$ cat src/rtl/crop_pkg.sv
// Shared types and helpers for the crop/stride window extractor:
// width helpers, per-frame configuration legality check and FSM states.
package crop_pkg;

  typedef enum logic [1:0] {
    ST_IDLE,
    ST_ACTIVE,
    ST_DISCARD
  } state_t;

  // Bits needed to index 0..n-1 (at least one bit).
  function automatic int unsigned idx_width(input int unsigned n);
    return (n < 2) ? 1 : $clog2(n);
  endfunction

  // Bits needed to hold a count 0..n.
  function automatic int unsigned cnt_width(input int unsigned n);
    return idx_width(n + 1);
  endfunction

  // 32-bit unsigned arithmetic leaves ample headroom over RW+SW+1 bits.
  function automatic logic cfg_legal(
    input logic [31:0] y1,
    input logic [31:0] x1,
    input logic [31:0] sy,
    input logic [31:0] sx,
    input logic [31:0] in_rows,
    input logic [31:0] in_cols,
    input logic [31:0] out_rows,
    input logic [31:0] out_cols,
    input logic [31:0] max_stride
  );
    logic ok;
    ok = (sy >= 32'd1) && (sy <= max_stride) &&
         (sx >= 32'd1) && (sx <= max_stride) &&
         (y1 + (out_rows - 32'd1) * sy <= in_rows - 32'd1) &&
         (x1 + (out_cols - 32'd1) * sx <= in_cols - 32'd1);
    return ok;
  endfunction

endpackage

$ cat src/rtl/crop_stride_filter_if.sv
// Pixel stream in/out, frame markers and per-frame window configuration
// of the crop/stride filter, bundled with DUT-side and source-side views.
interface crop_stride_filter_if
  import crop_pkg::*;
#(
  parameter int PIXEL_BIT_WIDTH = 8,
  parameter int CHANNELS        = 1,
  parameter int IN_ROWS         = 9,
  parameter int IN_COLS         = 9,
  parameter int MAX_STRIDE      = 4
);
  localparam int DW = PIXEL_BIT_WIDTH * CHANNELS;
  localparam int RW = idx_width(IN_ROWS);
  localparam int CW = idx_width(IN_COLS);
  localparam int SW = idx_width(MAX_STRIDE + 1);

  logic [DW-1:0] pixel_in;
  logic          in_valid;
  logic          in_ready;
  logic [DW-1:0] pixel_out;
  logic          out_valid;
  logic          out_ready;
  logic          out_first;
  logic          out_last;
  logic [RW-1:0] cfg_y1;
  logic [CW-1:0] cfg_x1;
  logic [SW-1:0] cfg_stride_y;
  logic [SW-1:0] cfg_stride_x;
  logic          cfg_err;

  modport slave (
    input  pixel_in, in_valid, out_ready,
    input  cfg_y1, cfg_x1, cfg_stride_y, cfg_stride_x,
    output in_ready, pixel_out, out_valid, out_first, out_last, cfg_err
  );

  modport master (
    output pixel_in, in_valid, out_ready,
    output cfg_y1, cfg_x1, cfg_stride_y, cfg_stride_x,
    input  in_ready, pixel_out, out_valid, out_first, out_last, cfg_err
  );

endinterface

$ cat src/rtl/stream_skid_buffer.sv
// Two-entry valid/ready buffer with a registered ready: ready never depends
// combinationally on the downstream ready, yet one beat per cycle sustains.
module stream_skid_buffer #(
  parameter int WIDTH = 8
) (
  input  logic             clk,
  input  logic             reset,
  input  logic [WIDTH-1:0] i_data,
  input  logic             i_valid,
  output logic             o_ready,
  output logic [WIDTH-1:0] o_data,
  output logic             o_valid,
  input  logic             i_ready
);

  logic [WIDTH-1:0] r_mem [2];
  logic             r_wr_ptr;
  logic             r_rd_ptr;
  logic [1:0]       r_count;
  logic             r_ready;

  logic       w_push;
  logic       w_pop;
  logic [1:0] w_count_next;

  assign w_push       = i_valid & r_ready;
  assign w_pop        = (r_count != 2'd0) & i_ready;
  assign w_count_next = r_count + 2'(w_push) - 2'(w_pop);

  // NOTE: sequential state uses non-blocking assignments so every flop
  // samples pre-edge values regardless of statement order.
  always_ff @(posedge clk) begin
    if (reset) begin
      // NOTE: the two entries are reset because they drive the output
      // directly and the output must read zero out of reset; larger
      // storage would normally be left unreset.
      r_mem[0] <= '0;
      r_mem[1] <= '0;
      r_wr_ptr <= 1'b0;
      r_rd_ptr <= 1'b0;
      r_count  <= 2'd0;
      r_ready  <= 1'b1;
    end else begin
      if (w_push) begin
        r_mem[r_wr_ptr] <= i_data;
        r_wr_ptr        <= ~r_wr_ptr;
      end
      if (w_pop) begin
        r_rd_ptr <= ~r_rd_ptr;
      end
      r_count <= w_count_next;
      r_ready <= (w_count_next != 2'd2);
    end
  end

  assign o_ready = r_ready;
  assign o_valid = (r_count != 2'd0);
  assign o_data  = r_mem[r_rd_ptr];

endmodule

$ cat src/rtl/crop_stride_filter.sv
// Streaming region-of-interest extractor: keeps an OUT_ROWS x OUT_COLS
// window (with per-axis stride) from each raster frame, config latched per frame.
module crop_stride_filter
  import crop_pkg::*;
#(
  parameter int PIXEL_BIT_WIDTH = 8,
  parameter int CHANNELS        = 1,
  parameter int IN_ROWS         = 9,
  parameter int IN_COLS         = 9,
  parameter int OUT_ROWS        = 3,
  parameter int OUT_COLS        = 3,
  parameter int MAX_STRIDE      = 4
) (
  input logic                 clk,
  input logic                 reset,
  crop_stride_filter_if.slave bus
);

  localparam int DW  = PIXEL_BIT_WIDTH * CHANNELS;
  localparam int RW  = idx_width(IN_ROWS);
  localparam int CW  = idx_width(IN_COLS);
  localparam int SW  = idx_width(MAX_STRIDE + 1);
  localparam int RCW = cnt_width(OUT_ROWS);
  localparam int CCW = cnt_width(OUT_COLS);

  localparam logic [RW-1:0] ROW_LAST = RW'(IN_ROWS - 1);
  localparam logic [CW-1:0] COL_LAST = CW'(IN_COLS - 1);

  state_t r_state, w_state_next;

  logic [RW-1:0]  r_row;
  logic [CW-1:0]  r_col;
  logic [RW-1:0]  r_y1;
  logic [CW-1:0]  r_x1;
  logic [SW-1:0]  r_sy;
  logic [SW-1:0]  r_sx;
  logic [SW-1:0]  r_row_phase;
  logic [SW-1:0]  r_col_phase;
  logic [RCW-1:0] r_row_cnt;
  logic [CCW-1:0] r_col_cnt;
  logic           r_cfg_err;

  logic          w_buf_ready;
  logic          w_beat;
  logic          w_frame_start;
  logic          w_col_wrap;
  logic          w_frame_end;
  logic          w_cfg_ok;
  logic          w_legal;
  logic [RW-1:0] w_y1;
  logic [CW-1:0] w_x1;
  logic [SW-1:0] w_sy;
  logic [SW-1:0] w_sx;
  logic          w_row_hit;
  logic          w_col_hit;
  logic          w_keep;
  logic          w_first;
  logic          w_last;
  logic [DW+1:0] w_buf_out;

  assign bus.in_ready  = w_buf_ready & ~reset;
  assign w_beat        = bus.in_valid & bus.in_ready;
  assign w_frame_start = w_beat && (r_row == '0) && (r_col == '0);
  assign w_col_wrap    = (r_col == COL_LAST);
  assign w_frame_end   = w_col_wrap && (r_row == ROW_LAST);

  assign w_cfg_ok = cfg_legal(32'(bus.cfg_y1), 32'(bus.cfg_x1),
                              32'(bus.cfg_stride_y), 32'(bus.cfg_stride_x),
                              32'(IN_ROWS), 32'(IN_COLS),
                              32'(OUT_ROWS), 32'(OUT_COLS), 32'(MAX_STRIDE));

  // The (0,0) beat is decided with the live config that is latched on that same edge.
  assign w_y1    = w_frame_start ? bus.cfg_y1       : r_y1;
  assign w_x1    = w_frame_start ? bus.cfg_x1       : r_x1;
  assign w_sy    = w_frame_start ? bus.cfg_stride_y : r_sy;
  assign w_sx    = w_frame_start ? bus.cfg_stride_x : r_sx;
  assign w_legal = w_frame_start ? w_cfg_ok : (r_state == ST_ACTIVE);

  assign w_row_hit = (r_row >= w_y1) && (r_row_phase == '0) && (r_row_cnt < RCW'(OUT_ROWS));
  assign w_col_hit = (r_col >= w_x1) && (r_col_phase == '0) && (r_col_cnt < CCW'(OUT_COLS));
  assign w_keep    = w_beat & w_legal & w_row_hit & w_col_hit;
  assign w_first   = (r_row_cnt == '0) && (r_col_cnt == '0);
  assign w_last    = (r_row_cnt == RCW'(OUT_ROWS - 1)) && (r_col_cnt == CCW'(OUT_COLS - 1));

  // NOTE: next-state defaults to the current state first, so no path
  // through the block leaves it unassigned and no latch is inferred.
  always_comb begin
    w_state_next = r_state;
    if (w_beat) begin
      if (w_frame_end) begin
        w_state_next = ST_IDLE;
      end else if (w_frame_start) begin
        w_state_next = w_cfg_ok ? ST_ACTIVE : ST_DISCARD;
      end
    end
  end

  always_ff @(posedge clk) begin
    if (reset) begin
      r_state   <= ST_IDLE;
      r_cfg_err <= 1'b0;
      r_y1      <= '0;
      r_x1      <= '0;
      r_sy      <= '0;
      r_sx      <= '0;
    end else begin
      r_state   <= w_state_next;
      r_cfg_err <= w_frame_start & ~w_cfg_ok;
      if (w_frame_start) begin
        r_y1 <= bus.cfg_y1;
        r_x1 <= bus.cfg_x1;
        r_sy <= bus.cfg_stride_y;
        r_sx <= bus.cfg_stride_x;
      end
    end
  end

  // Raster position plus stride phase trackers; phases reload on a hit and
  // count down otherwise, which replaces any modulo arithmetic.
  always_ff @(posedge clk) begin
    if (reset) begin
      r_row       <= '0;
      r_col       <= '0;
      r_row_phase <= '0;
      r_col_phase <= '0;
      r_row_cnt   <= '0;
      r_col_cnt   <= '0;
    end else if (w_beat) begin
      if (w_col_wrap) begin
        r_col       <= '0;
        r_row       <= w_frame_end ? '0 : r_row + 1'b1;
        r_col_phase <= '0;
        r_col_cnt   <= '0;
      end else begin
        r_col <= r_col + 1'b1;
        if (r_col >= w_x1) begin
          if (w_col_hit) begin
            r_col_phase <= w_sx - 1'b1;
            r_col_cnt   <= r_col_cnt + 1'b1;
          end else if (r_col_phase != '0) begin
            r_col_phase <= r_col_phase - 1'b1;
          end
        end
      end

      if (w_frame_end) begin
        r_row_phase <= '0;
        r_row_cnt   <= '0;
      end else if (w_col_wrap && (r_row >= w_y1)) begin
        if (w_row_hit) begin
          r_row_phase <= w_sy - 1'b1;
          r_row_cnt   <= r_row_cnt + 1'b1;
        end else if (r_row_phase != '0) begin
          r_row_phase <= r_row_phase - 1'b1;
        end
      end
    end
  end

  stream_skid_buffer #(
    .WIDTH (DW + 2)
  ) u_out_buf (
    .clk     (clk),
    .reset   (reset),
    .i_data  ({w_first, w_last, bus.pixel_in}),
    .i_valid (w_keep),
    .o_ready (w_buf_ready),
    .o_data  (w_buf_out),
    .o_valid (bus.out_valid),
    .i_ready (bus.out_ready)
  );

  assign bus.out_first = w_buf_out[DW+1];
  assign bus.out_last  = w_buf_out[DW];
  assign bus.pixel_out = w_buf_out[DW-1:0];
  assign bus.cfg_err   = r_cfg_err;

endmodule
$ cat src/flat_wrapper.sv
// flat-port wrapper written by rule: the top's interface ports become plain ports
module crop_stride_filter_flat import crop_pkg::*;
#(
  parameter int PIXEL_BIT_WIDTH = 8,
  parameter int CHANNELS        = 1,
  parameter int IN_ROWS         = 9,
  parameter int IN_COLS         = 9,
  parameter int OUT_ROWS        = 3,
  parameter int OUT_COLS        = 3,
  parameter int MAX_STRIDE      = 4
)
  (clk, reset, bus_pixel_in, bus_in_valid, bus_out_ready, bus_cfg_y1, bus_cfg_x1, bus_cfg_stride_y, bus_cfg_stride_x, bus_in_ready, bus_pixel_out, bus_out_valid, bus_out_first, bus_out_last, bus_cfg_err);
  crop_stride_filter_if #(.PIXEL_BIT_WIDTH(PIXEL_BIT_WIDTH), .CHANNELS(CHANNELS), .IN_ROWS(IN_ROWS), .IN_COLS(IN_COLS), .MAX_STRIDE(MAX_STRIDE)) bus_i ();
  input logic clk;
  input logic reset;
  input wire logic [$bits(bus_i.pixel_in)-1:0] bus_pixel_in;
  input wire logic [$bits(bus_i.in_valid)-1:0] bus_in_valid;
  input wire logic [$bits(bus_i.out_ready)-1:0] bus_out_ready;
  input wire logic [$bits(bus_i.cfg_y1)-1:0] bus_cfg_y1;
  input wire logic [$bits(bus_i.cfg_x1)-1:0] bus_cfg_x1;
  input wire logic [$bits(bus_i.cfg_stride_y)-1:0] bus_cfg_stride_y;
  input wire logic [$bits(bus_i.cfg_stride_x)-1:0] bus_cfg_stride_x;
  output wire logic [$bits(bus_i.in_ready)-1:0] bus_in_ready;
  output wire logic [$bits(bus_i.pixel_out)-1:0] bus_pixel_out;
  output wire logic [$bits(bus_i.out_valid)-1:0] bus_out_valid;
  output wire logic [$bits(bus_i.out_first)-1:0] bus_out_first;
  output wire logic [$bits(bus_i.out_last)-1:0] bus_out_last;
  output wire logic [$bits(bus_i.cfg_err)-1:0] bus_cfg_err;
  assign bus_i.pixel_in = bus_pixel_in;
  assign bus_i.in_valid = bus_in_valid;
  assign bus_i.out_ready = bus_out_ready;
  assign bus_i.cfg_y1 = bus_cfg_y1;
  assign bus_i.cfg_x1 = bus_cfg_x1;
  assign bus_i.cfg_stride_y = bus_cfg_stride_y;
  assign bus_i.cfg_stride_x = bus_cfg_stride_x;
  assign bus_in_ready = bus_i.in_ready;
  assign bus_pixel_out = bus_i.pixel_out;
  assign bus_out_valid = bus_i.out_valid;
  assign bus_out_first = bus_i.out_first;
  assign bus_out_last = bus_i.out_last;
  assign bus_cfg_err = bus_i.cfg_err;
  crop_stride_filter #(.PIXEL_BIT_WIDTH(PIXEL_BIT_WIDTH), .CHANNELS(CHANNELS), .IN_ROWS(IN_ROWS), .IN_COLS(IN_COLS), .OUT_ROWS(OUT_ROWS), .OUT_COLS(OUT_COLS), .MAX_STRIDE(MAX_STRIDE)) u_core (.clk(clk), .reset(reset), .bus(bus_i));
endmodule
$ cat config.mk
export PLATFORM = sky130hd
export DESIGN_NAME = crop_stride_filter_flat
export DESIGN_NICKNAME = d
export VERILOG_FILES = /design/src/rtl/crop_pkg.sv /design/src/rtl/crop_stride_filter_if.sv /design/src/rtl/stream_skid_buffer.sv /design/src/rtl/crop_stride_filter.sv /design/src/flat_wrapper.sv
export SDC_FILE = /design/constraint.sdc
export NUM_CORES = 1
export LEC_CHECK = 0
export CAP_MARGIN = 20
export CORE_UTILIZATION = 60
export CTS_CLUSTER_SIZE = 10
export DETAILED_ROUTE_END_ITERATION = 6
export PLACE_DENSITY_LB_ADDON = 0.1
export SETUP_SLACK_MARGIN = 0.05
export SLEW_MARGIN = 20
export SYNTH_ARGS = -nofsm -noshare
export SYNTH_HDL_FRONTEND = slang
export SYNTH_HIERARCHICAL = 1
export SYNTH_SLANG_ARGS = --single-unit
$ cat constraint.sdc
create_clock -name clk -period 9.53 [get_ports clk]
set_input_delay 2.859 -clock clk [delete_from_list [all_inputs] [get_ports clk]]
set_output_delay 2.859 -clock clk [all_outputs]
set_load 0.005 [all_outputs]
# Word-level counts from Yosys, hierarchy flattened
# Memory sizes are Yosys's and may differ from the RTL's. A register that Yosys moved wholly into a read port is not among the register bits.
# Index checks and enable logic that the tools add are counted.
[classes]
muxes = 34
reduce_logical = 38
bitwise = 12
n_eq_ne = 6
order_cmp = 10
n_addsub = 12
[op_table]
columns = ["cell", "count"]
rows = [
  ["32-bit by 4-bit <= comparator with 1-bit output, second input constant", 2],
  ["3-bit 2-to-1 mux", 10],
  ["2-bit 2-to-1 mux", 9],
  ["4-bit 2-to-1 mux", 4],
  ["1-bit logical AND", 15],
  ["3-bit AND reduction", 4],
  ["2-bit nonzero test", 6],
  ["3-bit nonzero test", 4],
  ["3-bit by 1-bit subtractor with 3-bit output, second input constant", 4],
  ["4-bit by 4-bit adder with 5-bit output", 2],
  ["1-bit 2-to-1 mux", 10],
  ["10-bit 2-to-1 mux", 1],
  ["10-bit OR reduction", 1],
  ["4-bit by 1-bit adder with 4-bit output, second input constant", 2],
  ["1-bit AND", 8],
  ["4-bit equality test, second input constant", 2],
  ["4-bit >= comparator", 2],
  ["4-bit logical NOT", 2],
  ["3-bit by 1-bit >= comparator with 1-bit output, second input constant", 2],
  ["3-bit <= comparator, second input constant", 2],
  ["3-bit logical NOT", 2],
  ["2-bit by 1-bit adder with 2-bit output, second input constant", 2],
  ["2-bit equality test, second input constant", 2],
  ["2-bit logical NOT", 2],
  ["other kinds (7)", 12],
]
[word_totals]
inputBits = 26
elab_cells = 129
reg_bits = 40
ram_bits = 20
mem_count = 1
[mem_list]
columns = ["name", "words", "word_bits", "rd", "rd_ports_with_merged_regs", "write_ports", "line", "rtl"]
rows = [
  ["u_core.u_out_buf.r_mem", 2, 10, 1, 1, 2, "stream_skid_buffer.sv:16", "logic [WIDTH-1:0] r_mem [2];"],
]

# Logic depth before layout (Yosys ltp)
# Gate-level depths: netlist of run 1.
[depth]
depth_word = 17
depth_mapped = 20
ltp_nobuf = 18

# Cells and area by module
# The synthesis of run 1 kept the hierarchy.
[by_module_without_submodules]
columns = ["mod", "instances", "cells_per_inst", "area_per_inst_um2"]
rows = [
  ["crop_stride_filter", 1, 246, 2184.6],
  ["stream_skid_buffer", 1, 82, 1149.9],
]

# Worst setup path after synthesis of run 1
# OpenSTA, ideal clock, no wires.
[synth_path]
path_type = "in2reg"
start = "input port reset"
end = "register u_core.u_out_buf.r_ready, in the netlist u_core/u_out_buf/o_ready"
required_ps = 9403
t_arrival_ps = 6094
slack_ps = 3309
n_path_buf = 2
setup_time_ps = 127
stages = 16
path_cell_list = "buf_6 and3b_2 nand4b_2 buf_6 mux2_1 ha_1 o21ai_0 a2111oi_4 nand2_1 a21oi_1 nand2_1 ha_1 inv_1 ha_1 xnor3_1 or3_1"
[synth_between]
elab_cells_between_ends = 21
classes_between = "2 x add/sub; 2 x order compare; 1 x eq/ne; 3 x mux; 7 x bitwise; 6 x reduce/logical"
[synth_lines]
columns = ["element", "line", "rtl"]
rows = [
  ["start, declared", "flat_wrapper.sv:15", "input logic reset;"],
  ["1-bit inverter", "crop_stride_filter.sv:61", "assign bus.in_ready = w_buf_ready & ~reset;"],
  ["1-bit AND", "crop_stride_filter.sv:61", ""],
  ["1-bit AND", "crop_stride_filter.sv:62", "assign w_beat = bus.in_valid & bus.in_ready;"],
  ["1-bit logical AND (2 in series)", "crop_stride_filter.sv:63", "assign w_frame_start = w_beat && (r_row == '0) && (r_col == '0);"],
  ["4-bit 2-to-1 mux", "-", ""],
  ["net u_core.w_x1[0]", "crop_stride_filter.sv:51", "logic [CW-1:0] w_x1;"],
  ["4-bit >= comparator", "crop_stride_filter.sv:80", "assign w_col_hit = (r_col >= w_x1) && (r_col_phase == '0) && (r_col_cnt < CCW'(OUT_COLS));"],
  ["1-bit logical AND (2 in series)", "crop_stride_filter.sv:80", ""],
  ["1-bit AND", "crop_stride_filter.sv:81", "assign w_keep = w_beat & w_legal & w_row_hit & w_col_hit;"],
  ["net u_core.w_keep", "crop_stride_filter.sv:56", "logic w_keep;"],
  ["1-bit AND", "stream_skid_buffer.sv:26", "assign w_push = i_valid & r_ready;"],
  ["2-bit by 1-bit adder with 2-bit output", "stream_skid_buffer.sv:28", "assign w_count_next = r_count + 2'(w_push) - 2'(w_pop);"],
  ["2-bit by 1-bit subtractor with 2-bit output", "stream_skid_buffer.sv:28", ""],
  ["2-bit inequality test", "stream_skid_buffer.sv:52", "r_ready <= (w_count_next != 2'd2);"],
  ["end signal, assigned", "stream_skid_buffer.sv:52", ""],
  ["end, declared", "stream_skid_buffer.sv:20", "logic r_ready;"],
]
# The timed path passes the listed nets, and every way through them passes these cells.
# A chain may end at the register's enable or synchronous reset.

# Worst setup path in the final report of run 1
[layout_path]
start = "input port reset"
end = "output port bus_in_ready"
[layout_between]
elab_chain_cells = 2
[layout_lines]
columns = ["element", "line", "rtl"]
rows = [
  ["1-bit inverter", "crop_stride_filter.sv:61", ""],
  ["1-bit AND", "crop_stride_filter.sv:61", ""],
  ["end, declared", "flat_wrapper.sv:23", "output wire logic [$bits(bus_i.in_ready)-1:0] bus_in_ready;"],
]
# No other way between the ends.

==> results.md, run 1 <==
- The run finished with clean final reports.
- The cell family with the largest share of critical-path delay is buffers and inverters.
- The repair_antennas step left the layout with diodes totalling 0.
- Setup violations remaining at the end of the flow were counted as 0.
- In the synthesized netlist the dominant register cell turns out to be sky130_fd_sc_hd__dfxtp_1.
- The endpoint of the worst setup timing path is bus_in_ready.
- The routed layout has 2458 vias.
- Net switching is 26.96% of the power.
- The number of antenna violations at the first check in global routing came to 0.
- The number of sinks handled by clock tree synthesis is 61.
- Setup repair after global routing left no endpoint under its margin.
- The number of buffers inserted during clock tree synthesis is 9.
- Derived from the worst setup path, the maximum achievable clock frequency is 140.4 MHz.
- The floorplan has 26 rows.
- For this run, the post-layout net count is 423.
- When the netlist entered floorplanning its net count stood at 384.
- The largest stage delay on the critical path is 0.48 ns.
- The dominant cell type by area after synthesis is sky130_fd_sc_hd__dfxtp_1.
- Dividing the detail-routed via count by the number of cells gives 5.561.
- The capture point of the worst reg-to-reg path is u_core/u_out_buf/r_mem[0][9].
- The via count of the first global-routing pass is 2364.
- The count of nets left with antenna violations after detail routing is 0.
- The fraction of power consumed by combinational cells is 20.3%.
- The final hold violation count is 0.
- The number of hold buffers added after CTS was 0.
- Wires add up to 6411 um.
- The number of DRC violations after detailed routing is 0.
- The nature of the critical path endpoint is an output port.
- The required time reported for the critical path endpoint is 6.67 ns.
- Entering global routing, the biggest net connects 36 pins.
- The worst register-to-register path begins at u_core/r_row[0].
- Counting both buffers and inverters, the worst setup path holds a total of 3.
- The worst path needs 7.122 ns of the cycle, external delays included.
- The number of cells on the worst reg-to-reg path is 12.
- In the post-route analysis, the smallest setup slack over all paths is 2.408 ns.
- At the pin with the least slew margin, the transition time is 0.9731 ns.
- The depth of the CTS H-tree is 3.
- In the final routed layout, each cell accounts on average for 14.50 um.
- Counting flops and latches in the post-synthesis netlist gives 61.
- For this run the aggregate overflow at the end of global routing stands at 0.
- TritonCTS built the clock tree.
- The most numerous cell on the critical path is sky130_fd_sc_hd__clkdlybuf4s50_1.
- For this design, the slowest cell found on the critical path is sky130_fd_sc_hd__clkdlybuf4s50_1.
- In this run the mean area of a mapped cell was 10.17 um^2.
- The number of I/O pins is 39.
- Relative to the synthesized area, the layout overhead comes to 17.07%.
- The number of post-CTS setup repair buffers is 0.
- In this run the vertical extent of the chip is 76.55 um.
- The worst clock skew on the final layout is 0.006673 ns.
- Registers are responsible for 48.7% of the overall power.
- The worst path uses 74.73% of the clock period.
- Leaving out fill and tap cells, the most frequent cells in the layout are sky130_fd_sc_hd__dfxtp_1, sky130_fd_sc_hd__clkdlybuf4s50_1, sky130_fd_sc_hd__nor2_1, sky130_fd_sc_hd__ha_1, sky130_fd_sc_hd__and3_1.
- The detailed router finished its first iteration with 127 violations.
- For this run, the detailed router's first-pass iteration total came to 4.
- The share of total power dissipated in the clock network is 31.0%.
- The number of buffers between clock root and the deepest sink is 2.
- The first global-routing pass estimated 10870 um of wire.
- The most critical setup path has its startpoint at reset.
- The area of the core is 0.005238 mm^2.
- The synthesized area is 0.003334 mm^2.
- The fraction of layout instances using a drive strength above 1 is 10.48%.
- The post-detailed-placement half-perimeter wirelength is 4725 um.
- Clock-pin slew was measured on the worst setup and hold paths at 0.06 ns.
- Routability-driven placement finished with a final weighted congestion of 0.7649.
- The max-slew violation count was 0.
- After technology mapping, the gate count stands at 328.
- Data arrives at the worst endpoint at 4.26 ns.
- The critical-path maximum fanout is 35.
- Power spread over the standard cell area amounts to 153.3 mW/mm^2.
- Headroom to the max-slew limit came out at 34.99%.
- The library cell used most frequently in the layout, excluding fill and tap cells, is sky130_fd_sc_hd__dfxtp_1.
- The fraction of synthesized cell area taken by the top area cell type is 24.62%.
- The class of the worst hold path is flop to flop.
- The floorplan step defined a die boundary enclosing 0.005860 mm^2.
- After synthesis, the netlist uses 57 different library cells.
- For this run, the number of Yosys warnings is 6.
- Setup slack on the worst reg-to-reg path comes out at 4.90 ns.
- The width of the chip is 76.55 um.
- By area the synthesized netlist is led by sky130_fd_sc_hd__dfxtp_1, sky130_fd_sc_hd__edfxtp_1, sky130_fd_sc_hd__ha_1.
- The count of flip-flops with a built-in enable after synthesis is 20.
- For this design the total switching power over the nets is 161.3 uW.
- Walking the worst path, the cells encountered are clkdlybuf4s50_1 > buf_4 > nor2b_1 > clkdlybuf4s50_1.
- After clock tree synthesis, the repair step resized 0 gates.
- In the final timing run, aggregate negative setup slack is 0 ns.
- Of all flip-flops after synthesis, the portion carrying an async set or reset was 0%.
- The leakage power summed over all cells is 0.001709 uW.
- VDD sags by at most 0.1046 mV.
- The logic depth of the worst path, buffers included is 4.
- The cell at the root of the clock tree is sky130_fd_sc_hd__clkbuf_8.
- The share of the Yosys chip area taken by registers is 42.63%.
- In the global route stage, overall resource usage came out at 24.16%.
- The worst slack on hold paths is 0.4543 ns.
- The post-placement worst setup slack is 2.081 ns.
- The port buffer count is 38.
- The critical setup path kind is input port to output port.
- For this configuration, the core starts out at a cell density of 63.66%.
- The number of maximum-capacitance constraint violations is 0.
- Cell internal power was estimated by the tool at 437.1 uW.
- The layout has 387 filler cells.
- The kind of launch point of the worst setup path is an input port.
- Clock latency on the worst-skew pair, taken at its later pin, is 0.33 ns.
## area by class of cell
type | instances | area [um^2] | share of cell area (%)
multi-input combinational | 236 | 1774 | 45.45
sequential | 61 | 1421 | 36.41
timing repair buffer | 39 | 387.9 | 9.936
clock buffer | 10 | 127.6 | 3.269
tap | 70 | 87.58 | 2.244
inverter | 20 | 75.07 | 1.923
clock inverter | 6 | 30.03 | 0.7692
## metrics by stage
step | cells | utilization, % | cell area, um^2 | total power, uW
after floorplan | 328 | - | 3334 | 377.1
after global placement | 426 | 71.52 | 3746 | 414.0
after detailed placement | 426 | 71.52 | 3746 | 418.3
after CTS | 442 | 74.53 | 3904 | 604.3
after global routing | 442 | 74.53 | 3904 | 631.3
final | 442 | 74.53 | 3904 | 598.5
## routing by layer
metal | track usage [%] | share of wire, %
met1 | 31.56 | 48
met2 | 38.20 | 46
met3 | 7.545 | 4.6
met4 | 7.500 | 0.66
met5 | 0 | 0
## worst min-delay path by stage
| stage | to | from | cells past startpoint | slack, ns |
|---|---|---|---|---|
| 2_1_floorplan | u_core/r_state[1] | u_core/r_state[1] | 1 | 0.42 |
| 3_3_place_gp | u_core/r_state[0] | u_core/r_state[0] | 2 | 0.44 |
| 3_5_place_dp | u_core/r_state[0] | u_core/r_state[0] | 2 | 0.45 |
| 4_1_cts | u_core/r_state[0] | u_core/r_state[0] | 2 | 0.46 |
| 5_1_grt | u_core/r_state[0] | u_core/r_state[0] | 2 | 0.50 |
| 6_report | u_core/r_state[0] | u_core/r_state[0] | 2 | 0.45 |
## Yosys cell counts (all sizes together), types with 7 or more instances
| cell type | instances |
|---|---|
| mux2i | 9 |
| a21oi | 18 |
| nand2 | 21 |
| inv | 20 |
| dfxtp | 41 |
| and2 | 8 |
| edfxtp | 20 |
| and3 | 21 |
| nor3 | 7 |
| mux2 | 15 |
| nor2 | 31 |
| nand3 | 7 |
| ha | 28 |
## registers in the layout (all words and copies together) (netlist names), named ones only
name and cells:
u_core/r_col_phase 3, u_core/r_y1 4, u_core/r_x1 4, u_core/u_out_buf/r_count 2, u_core/u_out_buf/o_ready 1, u_core/u_out_buf/r_wr_ptr 1, u_core/bus.cfg_err 1, u_core/r_col 4
u_core/r_row 4, u_core/u_out_buf/r_rd_ptr 1, u_core/r_row_cnt 2, u_core/r_sx 3, u_core/u_out_buf/r_mem 20, u_core/r_state 2, u_core/r_row_phase 3, u_core/r_col_cnt 2
u_core/r_sy 3
## cells by family (layout without fill, tap and decap cells)
family | Yosys count | after routing | synth area share [%]
buf+inv | 31 | 75 | 4.165
xor+xnor | 8 | 8 | 2.514
mux | 24 | 24 | 7.767
simple gates | 126 | 126 | 20.79
compound gates | 48 | 48 | 10.43
fa+ha+maj | 30 | 30 | 11.71
flops | 61 | 61 | 42.63
## power groups by stage
stage	logic [uW]	registers, uW	clock network [uW]
final	122	291	185
after global routing	135	293	203
after CTS	122	291	191
after detailed placement	121	297	0
after global placement	118	296	0
after floorplan	84.2	293	0
## tightest hold or removal path, cell delays in order (launching register included)
cell and delay, ns:
sky130_fd_sc_hd__dfxtp_1 0.32, sky130_fd_sc_hd__nand2_1 0.05, sky130_fd_sc_hd__nand2_1 0.04
Note: power is estimated with default switching activity, not from simulation.
==> run 2, diff against run 1 <==
CORE_UTILIZATION = 56   (was 60)
clock period = 6.8 ns   (was 9.53 ns; I/O delays follow)
==> run 2 against run 1 <==
Compared with the run above: first-iteration DRC count decreased by 13%; final area increased by 2.2%; count of clock-buffer cells in the layout unchanged; critical path type is now input port to flop; die area increased by 6.9%; critical endpoint is now u_core/u_out_buf/o_ready.
==> results.md, run 2 (synthesized netlist as in run 1, its figures left out) <==
- The run finished with clean final reports.
- For this design, the slowest cell found on the critical path is sky130_fd_sc_hd__a2111oi_4.
- The largest net degree at the start of global routing is 36 (unchanged).
- The die outline area is 0.006267 mm^2 (+6.9%).
- The clock-pin slew reported for the worst setup and hold paths after clock tree synthesis was 0.07 ns (about the same).
- The final hold violation count was 0 (unchanged).
- The maximum VDD drop is 0.1685 mV (+61%).
- The number of post-CTS setup repair buffers is 0 (unchanged).
- The cell family with the largest share of critical-path delay is simple AND/OR/NAND/NOR gates.
- The cell at the root of the clock tree is sky130_fd_sc_hd__clkbuf_8.
- The fmax is 169.3 MHz.
- The critical path goes through clkdlybuf4s50_1 > and3b_2 > nand4b_2 > mux2_1 > ha_1 > o21ai_0 > a2111oi_4 > nand2_1 > a21oi_1 > nand2_1 > ha_1 > inv_1 > ha_1 > xnor3_1 > or3_1.
- The critical setup path kind is input port to flop.
- The critical path launch point is reset.
- The number of I/O pins was 39 (unchanged).
- The net count reported at finish is 425 (+0.47%).
- The max-slew violation count is 0 (unchanged).
- Setup repair after global routing left no endpoint under its margin.
- After layout, the minimum clock period comes to 5.905 ns.
- The capture point of the worst reg-to-reg path is u_core/u_out_buf/o_ready.
- The worst setup slack after layout is 0.8947 ns (-1.513 ns).
- The number of buffers inserted during clock tree synthesis came to 9 (unchanged).
- The count of nets left with antenna violations after detail routing was 0 (unchanged).
- The final sum of negative setup slack came to 0 ns (unchanged).
- The required time reported for the critical path endpoint is 7.02 ns (+0.35 ns).
- Relative to the synthesized area, the layout overhead comes to 19.66%.
- The global-route usage over all layers was 24.72% (+0.56 points).
- The class of the worst hold path is flop to flop.
- The number of diodes came to 0 (unchanged).
- The initial core utilization is 59.46% (-4.2 points).
- The setup violation total in the final timing report came to 0 (unchanged).
- The width of the chip was 79.17 um (+3.4%).
- Among the stages of the critical path, the cell type that occurs most often is sky130_fd_sc_hd__ha_1.
- The kind of launch point of the worst setup path is an input port.
- The number of cells after detailed placement is 430 (+0.94%).
- The via total after detailed routing is 2515 (+2.3%).
- The number of gates given a new drive strength after cts is 0 (unchanged).
- The number of buffers between clock root and the deepest sink is 2 (unchanged).
- The final cell count without fillers is 446 (+0.90%).
- The placement-stage cell area is 0.003764 mm^2 (+0.47%).
- The number of maximum-capacitance constraint violations is 0 (unchanged).
- The vertical die dimension is 79.17 um (+3.4%).
- The final non-filler cell area is 0.003990 mm^2 (+2.2%).
- The total global routing overflow is 0 (unchanged).
- The global placer's final weighted congestion is 0.8209 (+7.3%).
- The count of buffering cells on the critical path with inverters included was 2 (-1).
- The flip-flop count of the largest register, all copies and words added is 20 (unchanged).
- The power per cell area is 235.6 mW/mm^2 (+54%).
- The number of core rows is 27 (+3.8%).
- After layout, the worst path uses 86.84% of the clock period.
- The nature of the critical path endpoint is a flop.
- The post-placement worst setup slack came to 0.5348 ns (-1.546 ns).
- The post-detailed-placement half-perimeter wirelength is 4896 um (+3.6%).
- The final routed wirelength across all metal layers is 6860 um (+7.0%).
- The launching point of the worst reg2reg path is u_core/r_row[0].
- The signal arrival time at the worst endpoint is 6.12 ns (+1.86 ns).
- The number of cells on the worst reg-to-reg path is 16 (+4).
- The register-to-register setup slack came to 2.35 ns (-2.55 ns).
- The depth of the CTS H-tree is 3 (unchanged).
- The first-iteration detailed-routing DRC count came to 111 (-13%).
- The leakage power summed over all cells was 0.001741 uW (+1.9%).
- The wire length of the first global-routing pass is 11800 um (+8.6%).
- The worst-margin pin slew was 0.6242 ns (-0.3490 ns).
- The port buffer count was 38 (unchanged).
- The largest stage delay on the critical path is 0.51 ns (+0.03 ns).
- The logic depth of the worst path, buffers included is 15 (+11).
- The origin of the worst min-delay path is u_core/r_state[0].
- The register with the most flip-flops is u_core/u_out_buf/r_mem.
- The via count normalized by instance count is 5.639 (+1.4%).
- The critical-path maximum fanout was 11 (-69%).
- The number of search-and-repair iterations in the first detailed-routing pass came to 5 (+1).
- The number of DRC violations after detailed routing came to 0 (unchanged).
- The via count of the first global-routing pass is 2497 (+5.6%).
- The most common library cell in the layout ignoring fill and taps is sky130_fd_sc_hd__dfxtp_1.
- The worst clock skew on the final layout is 0.008906 ns (+0.002233 ns).
- The wire length per cell is 15.38 um (+6.0%).
- TritonCTS built the clock tree.
- The clock latency reported for the late side of the worst-skew pair is 0.34 ns (about the same).
- Leaving out fill and tap cells, the most frequent cells in the layout are sky130_fd_sc_hd__dfxtp_1, sky130_fd_sc_hd__clkdlybuf4s50_1, sky130_fd_sc_hd__nor2_1, sky130_fd_sc_hd__ha_1, sky130_fd_sc_hd__and3_1.
- The number of buffers inserted for hold repair after clock tree synthesis came to 0 (unchanged).
- The fraction of layout instances using a drive strength above 1 came to 11.50% (+1.0 points).
- The most critical setup path has its endpoint at u_core/u_out_buf/o_ready.
- The number of antenna violations at the first check in global routing came to 0 (unchanged).
- The relative max-transition margin is 58.20% (+23 points).
- The number of sinks handled by clock tree synthesis came to 61 (unchanged).
- The area of the core is 0.005608 mm^2 (+7.1%).
run 2: worst min path at each step:
stage	endpoint	slack, ns	cells past startpoint
after global routing	u_core/r_row_phase[1]	0.48	2
after detailed placement	u_core/r_state[0]	0.44	2
after CTS	u_core/r_state[0]	0.45	2
after global placement	u_core/r_state[1]	0.43	1
after floorplan	u_core/r_state[1]	0.42	1
final	u_core/r_state[0]	0.45	2
run 2: routing by layer:
layer	part of all wire [%]	GRT usage (%)	routed length (um)	vias up
li1	-	-	-	1249
met1	47	32.31	3247	1208
met2	48	41.03	3308	49
met3	3.1	3.448	215	9
met4	1.3	10.00	90	0
met5	0	0	0	-
run 2: power breakdown:
group / switching [uW] / internal [uW] / total, uW
logic: 81.6 / 90.1 / 172
clock network: 145 / 216 / 360
registers: 12.5 / 395 / 408
total: 239 / 701 / 940
run 2: tightest hold or removal path, delay by kind of cell (launching register included):
| kind | cells | cell delay, ns |
|---|---|---|
| simple gates | 2 | 0.10 |
| flops | 1 | 0.31 |
run 2: stage by stage:
step | utilization [%] | total power, uW | hold WS [ns]
finish | 71.15 | 939.9 | 0.4489
global route | 71.15 | 983.6 | 0.4846
CTS | 71.11 | 947.6 | 0.4499
detailed placement | 67.11 | 587.7 | 0.4405
global placement | 67.11 | 582.7 | 0.4306
floorplan | - | 528.4 | 0.4171
run 2: final cells by class:
type	count	area, um^2
multi-input combinational	236	1777
fill	438	1618
sequential	61	1421
timing repair buffer	41	402.9
clock buffer	10	137.6
tap	72	90.09
clock inverter	6	86.33
inverter	20	75.07
==> run 3, diff against run 2 <==
CELL_PAD_IN_SITES_DETAIL_PLACEMENT = 1   (was not set)
CELL_PAD_IN_SITES_GLOBAL_PLACEMENT = 2   (was not set)
CORE_UTILIZATION = 36   (was 56)
==> run 3 against run 2 <==
Compared with the run above: worst setup slack worse by 0.084 ns; first-iteration DRC count decreased by 41%; non-clock buffer count stayed put; core utilization shrank 26 points; critical path depth is the same; combinational power hardly changed; hold slack about the same; sequential power is essentially flat; count of clock-buffer cells in the layout up 1; flip-flop and latch count did not move; final area down 0.25%; critical path type unchanged; critical endpoint unchanged; highest routed layer unchanged.
==> results.md, run 3 (synthesized netlist as in run 1, its figures left out) <==
- The critical-path maximum fanout is 11 (unchanged).
- The global-route usage over all layers is 16.47% (-8.2 points).
- Walking the worst path, the cells encountered are clkdlybuf4s50_1 > and3b_2 > nand4b_2 > mux2_1 > ha_1 > o21ai_0 > a2111oi_4 > nand2_1 > a21oi_1 > nand2_1 > ha_1 > inv_1 > ha_1 > xnor3_1 > or3_1.
- The initial core utilization is 37.68% (-22 points).
- The minimum period implied by the final worst setup slack is 5.989 ns (+0.08383 ns).
- The depth of the CTS H-tree is 3 (unchanged).
- The number of buffers between clock root and the deepest sink was 2 (unchanged).
- STA classifies the critical path endpoint as a flop.
- The final routed wirelength across all metal layers is 7357 um (+7.2%).
- The number of buffers inserted during clock tree synthesis is 9 (unchanged).
- The worst clock skew on the final layout came to 0.01030 ns (+0.001391 ns).
- The worst setup path is of the input port to flop kind.
- The number of I/O pins is 39 (unchanged).
- In the layout the commonest cells are sky130_fd_sc_hd__dfxtp_1, sky130_fd_sc_hd__clkdlybuf4s50_1, sky130_fd_sc_hd__nor2_1, sky130_fd_sc_hd__ha_1, sky130_fd_sc_hd__and3_1.
- Leaving out fill and tap cells, the most frequent cell in the layout is sky130_fd_sc_hd__dfxtp_1.
- The worst-margin pin slew came to 0.6285 ns (+0.004319 ns).
- The final sum of negative setup slack is 0 ns (unchanged).
- The post-detailed-placement half-perimeter wirelength is 5475 um (+12%).
- The clock-pin slew reported for the worst setup and hold paths after clock tree synthesis is 0.07 ns (about the same).
- The register cell area after layout came to 0.001421 mm^2 (unchanged).
- The number of core rows is 34 (+26%).
- The number of post-CTS setup repair buffers is 0 (unchanged).
- The number of buffers inserted for hold repair after clock tree synthesis is 0 (unchanged).
- The total global routing overflow came to 0 (unchanged).
- The port buffer count came to 38 (unchanged).
- The worst setup slack after layout is 0.8109 ns (-0.08383 ns).
- The wire length of the first global-routing pass is 12450 um (+5.6%).
- The width of the chip is 98.24 um (+24%).
- The number of search-and-repair iterations in the first detailed-routing pass is 6 (+1).
- The net count reported at finish was 425 (unchanged).
- The flow ran to the end, and the final reports show no timing, DRC or antenna violations.
- The area growth from synthesis to layout is 19.36%.
- In this run the worst hold path is classified as flop to flop.
- The CTS tree is yes.
- The via count normalized by instance count is 5.081 (-9.9%).
- The final hold violation count is 0 (unchanged).
- The core occupancy in the finished layout is 44.98% (-26 points).
- The cell at the root of the clock tree is sky130_fd_sc_hd__clkbuf_8.
- The largest stage delay on the critical path came to 0.57 ns (+0.06 ns).
- The highest-delay cell along the critical path is sky130_fd_sc_hd__a2111oi_4.
- The via total after detailed routing is 2449 (-2.6%).
- The number of DRC violations after detailed routing is 0 (unchanged).
- The clock latency reported for the late side of the worst-skew pair is 0.33 ns (about the same).
- The most numerous cell on the critical path is sky130_fd_sc_hd__ha_1.
- The largest net degree at the start of global routing came to 36 (unchanged).
- The register with the most flip-flops is u_core/u_out_buf/r_mem.
- The flip-flop count of the largest register, all copies and words added was 20 (unchanged).
- The count of buffering cells on the critical path with inverters included is 2 (unchanged).
- The leakage power summed over all cells is 0.001718 uW (-1.3%).
- The number of gates given a new drive strength after cts is 0 (unchanged).
- The number of maximum-capacitance constraint violations came to 0 (unchanged).
- The number of inserted filler cells in the final layout is 986 (+130%).
- The die outline area came to 0.009651 mm^2 (+54%).
- The power per cell area is 216.6 mW/mm^2 (-8.1%).
- The wire length per cell is 15.26 um (-0.77%).
- The count of nets left with antenna violations after detail routing is 0 (unchanged).
- The kind of launch point of the worst setup path is an input port.
- Setup repair after global routing left no endpoint under its margin.
- The number of sinks handled by clock tree synthesis is 61 (unchanged).
- The signal arrival time at the worst endpoint came to 6.21 ns (+0.09 ns).
- The global placer's final weighted congestion was 0.7602 (-7.4%).
- The cell family with the largest share of critical-path delay is simple AND/OR/NAND/NOR gates.
- The number of diodes came to 0 (unchanged).
- The vertical die dimension is 98.24 um (+24%).
- The post-placement worst setup slack was 0.4194 ns (-0.1154 ns).
- The fraction of layout instances using a drive strength above 1 came to 11.23% (-0.27 points).
- The first-iteration detailed-routing DRC count is 66 (-41%).
- The maximum VDD drop is 0.1005 mV (-40%).
- The number of antenna violations at the first check in global routing is 0 (unchanged).
- The final worst-path cycle share was 88.07% (+1.2 points).
- The fmax is 167.0 MHz (-1.4%).
- The relative max-transition margin is 58.01% (-0.19 points).
- The required time reported for the critical path endpoint is 7.02 ns (about the same).
- The max-slew violation count was 0 (unchanged).
- The area of combinational cells with multiple inputs is 0.001777 mm^2 (unchanged).
- The setup violation total in the final timing report is 0 (unchanged).
- The via count of the first global-routing pass is 2683 (+7.4%).
- The area of the core is 0.008848 mm^2 (+58%).
## run 3: cell types whose count changed in the layout (fill, tap and decap cells not counted)
| cell | previous run | this run |
|---|---|---|
| sky130_fd_sc_hd__clkbuf_1 | 0 | 1 |
| sky130_fd_sc_hd__bufinv_16 | 2 | 0 |
| sky130_fd_sc_hd__clkinv_2 | 2 | 4 |
| sky130_fd_sc_hd__clkinv_4 | 1 | 0 |
## run 3: tightest hold or removal path, stage by stage, from the launching register on
cell,delay (ns)
sky130_fd_sc_hd__dfxtp_1,0.31
sky130_fd_sc_hd__nand2_1,0.05
sky130_fd_sc_hd__nand2_1,0.04
## run 3: path summary, 6_finish.rpt
kind	startpoint	endpoint	slack (ns)	cells after the start
min	u_core/r_state[0]	u_core/r_state[0]	0.45	2
max	reset	u_core/u_out_buf/o_ready	0.81	15
min reg2reg	u_core/r_state[0]	u_core/r_state[0]	0.45	2
max reg2reg	u_core/r_row[0]	u_core/u_out_buf/o_ready	2.21	16
## run 3: per-stage QoR
stage	total power (uW)	std cells	area, um^2	hold WS (ns)
6_report	861.9	482	3980	0.4486
5_1_grt	908.2	482	3980	0.4711
4_1_cts	876.4	482	3978	0.4518
3_5_place_dp	591.9	466	3809	0.4416
3_3_place_gp	589.7	466	3809	0.4321
2_1_floorplan	528.4	328	3334	0.4171
## run 3: layout make-up
type	instances	area share, %
clock buffers	11	3.552
multi-input cells	236	44.64
flip-flops and latches	61	35.71
inverters	20	1.886
clock inverters	5	0.6916
well taps	108	3.395
repair buffers	41	10.12
## run 3: report_power, final
group	internal, uW	switching [uW]
combinational	90.3	84.7
sequential	396	12.2
clock	140	140
## run 3: metal layers
| metal | global-route usage [%] | share of wire, % | vias up | routed length (um) |
|---|---|---|---|---|
| li1 | - | - | 1246 | - |
| met1 | 20.57 | 48 | 1167 | 3554 |
| met2 | 27.84 | 48 | 25 | 3497 |
| met3 | 3.937 | 2.8 | 11 | 206 |
| met4 | 5.626 | 1.3 | 0 | 98 |
| met5 | 0 | 0 | - | 0 |
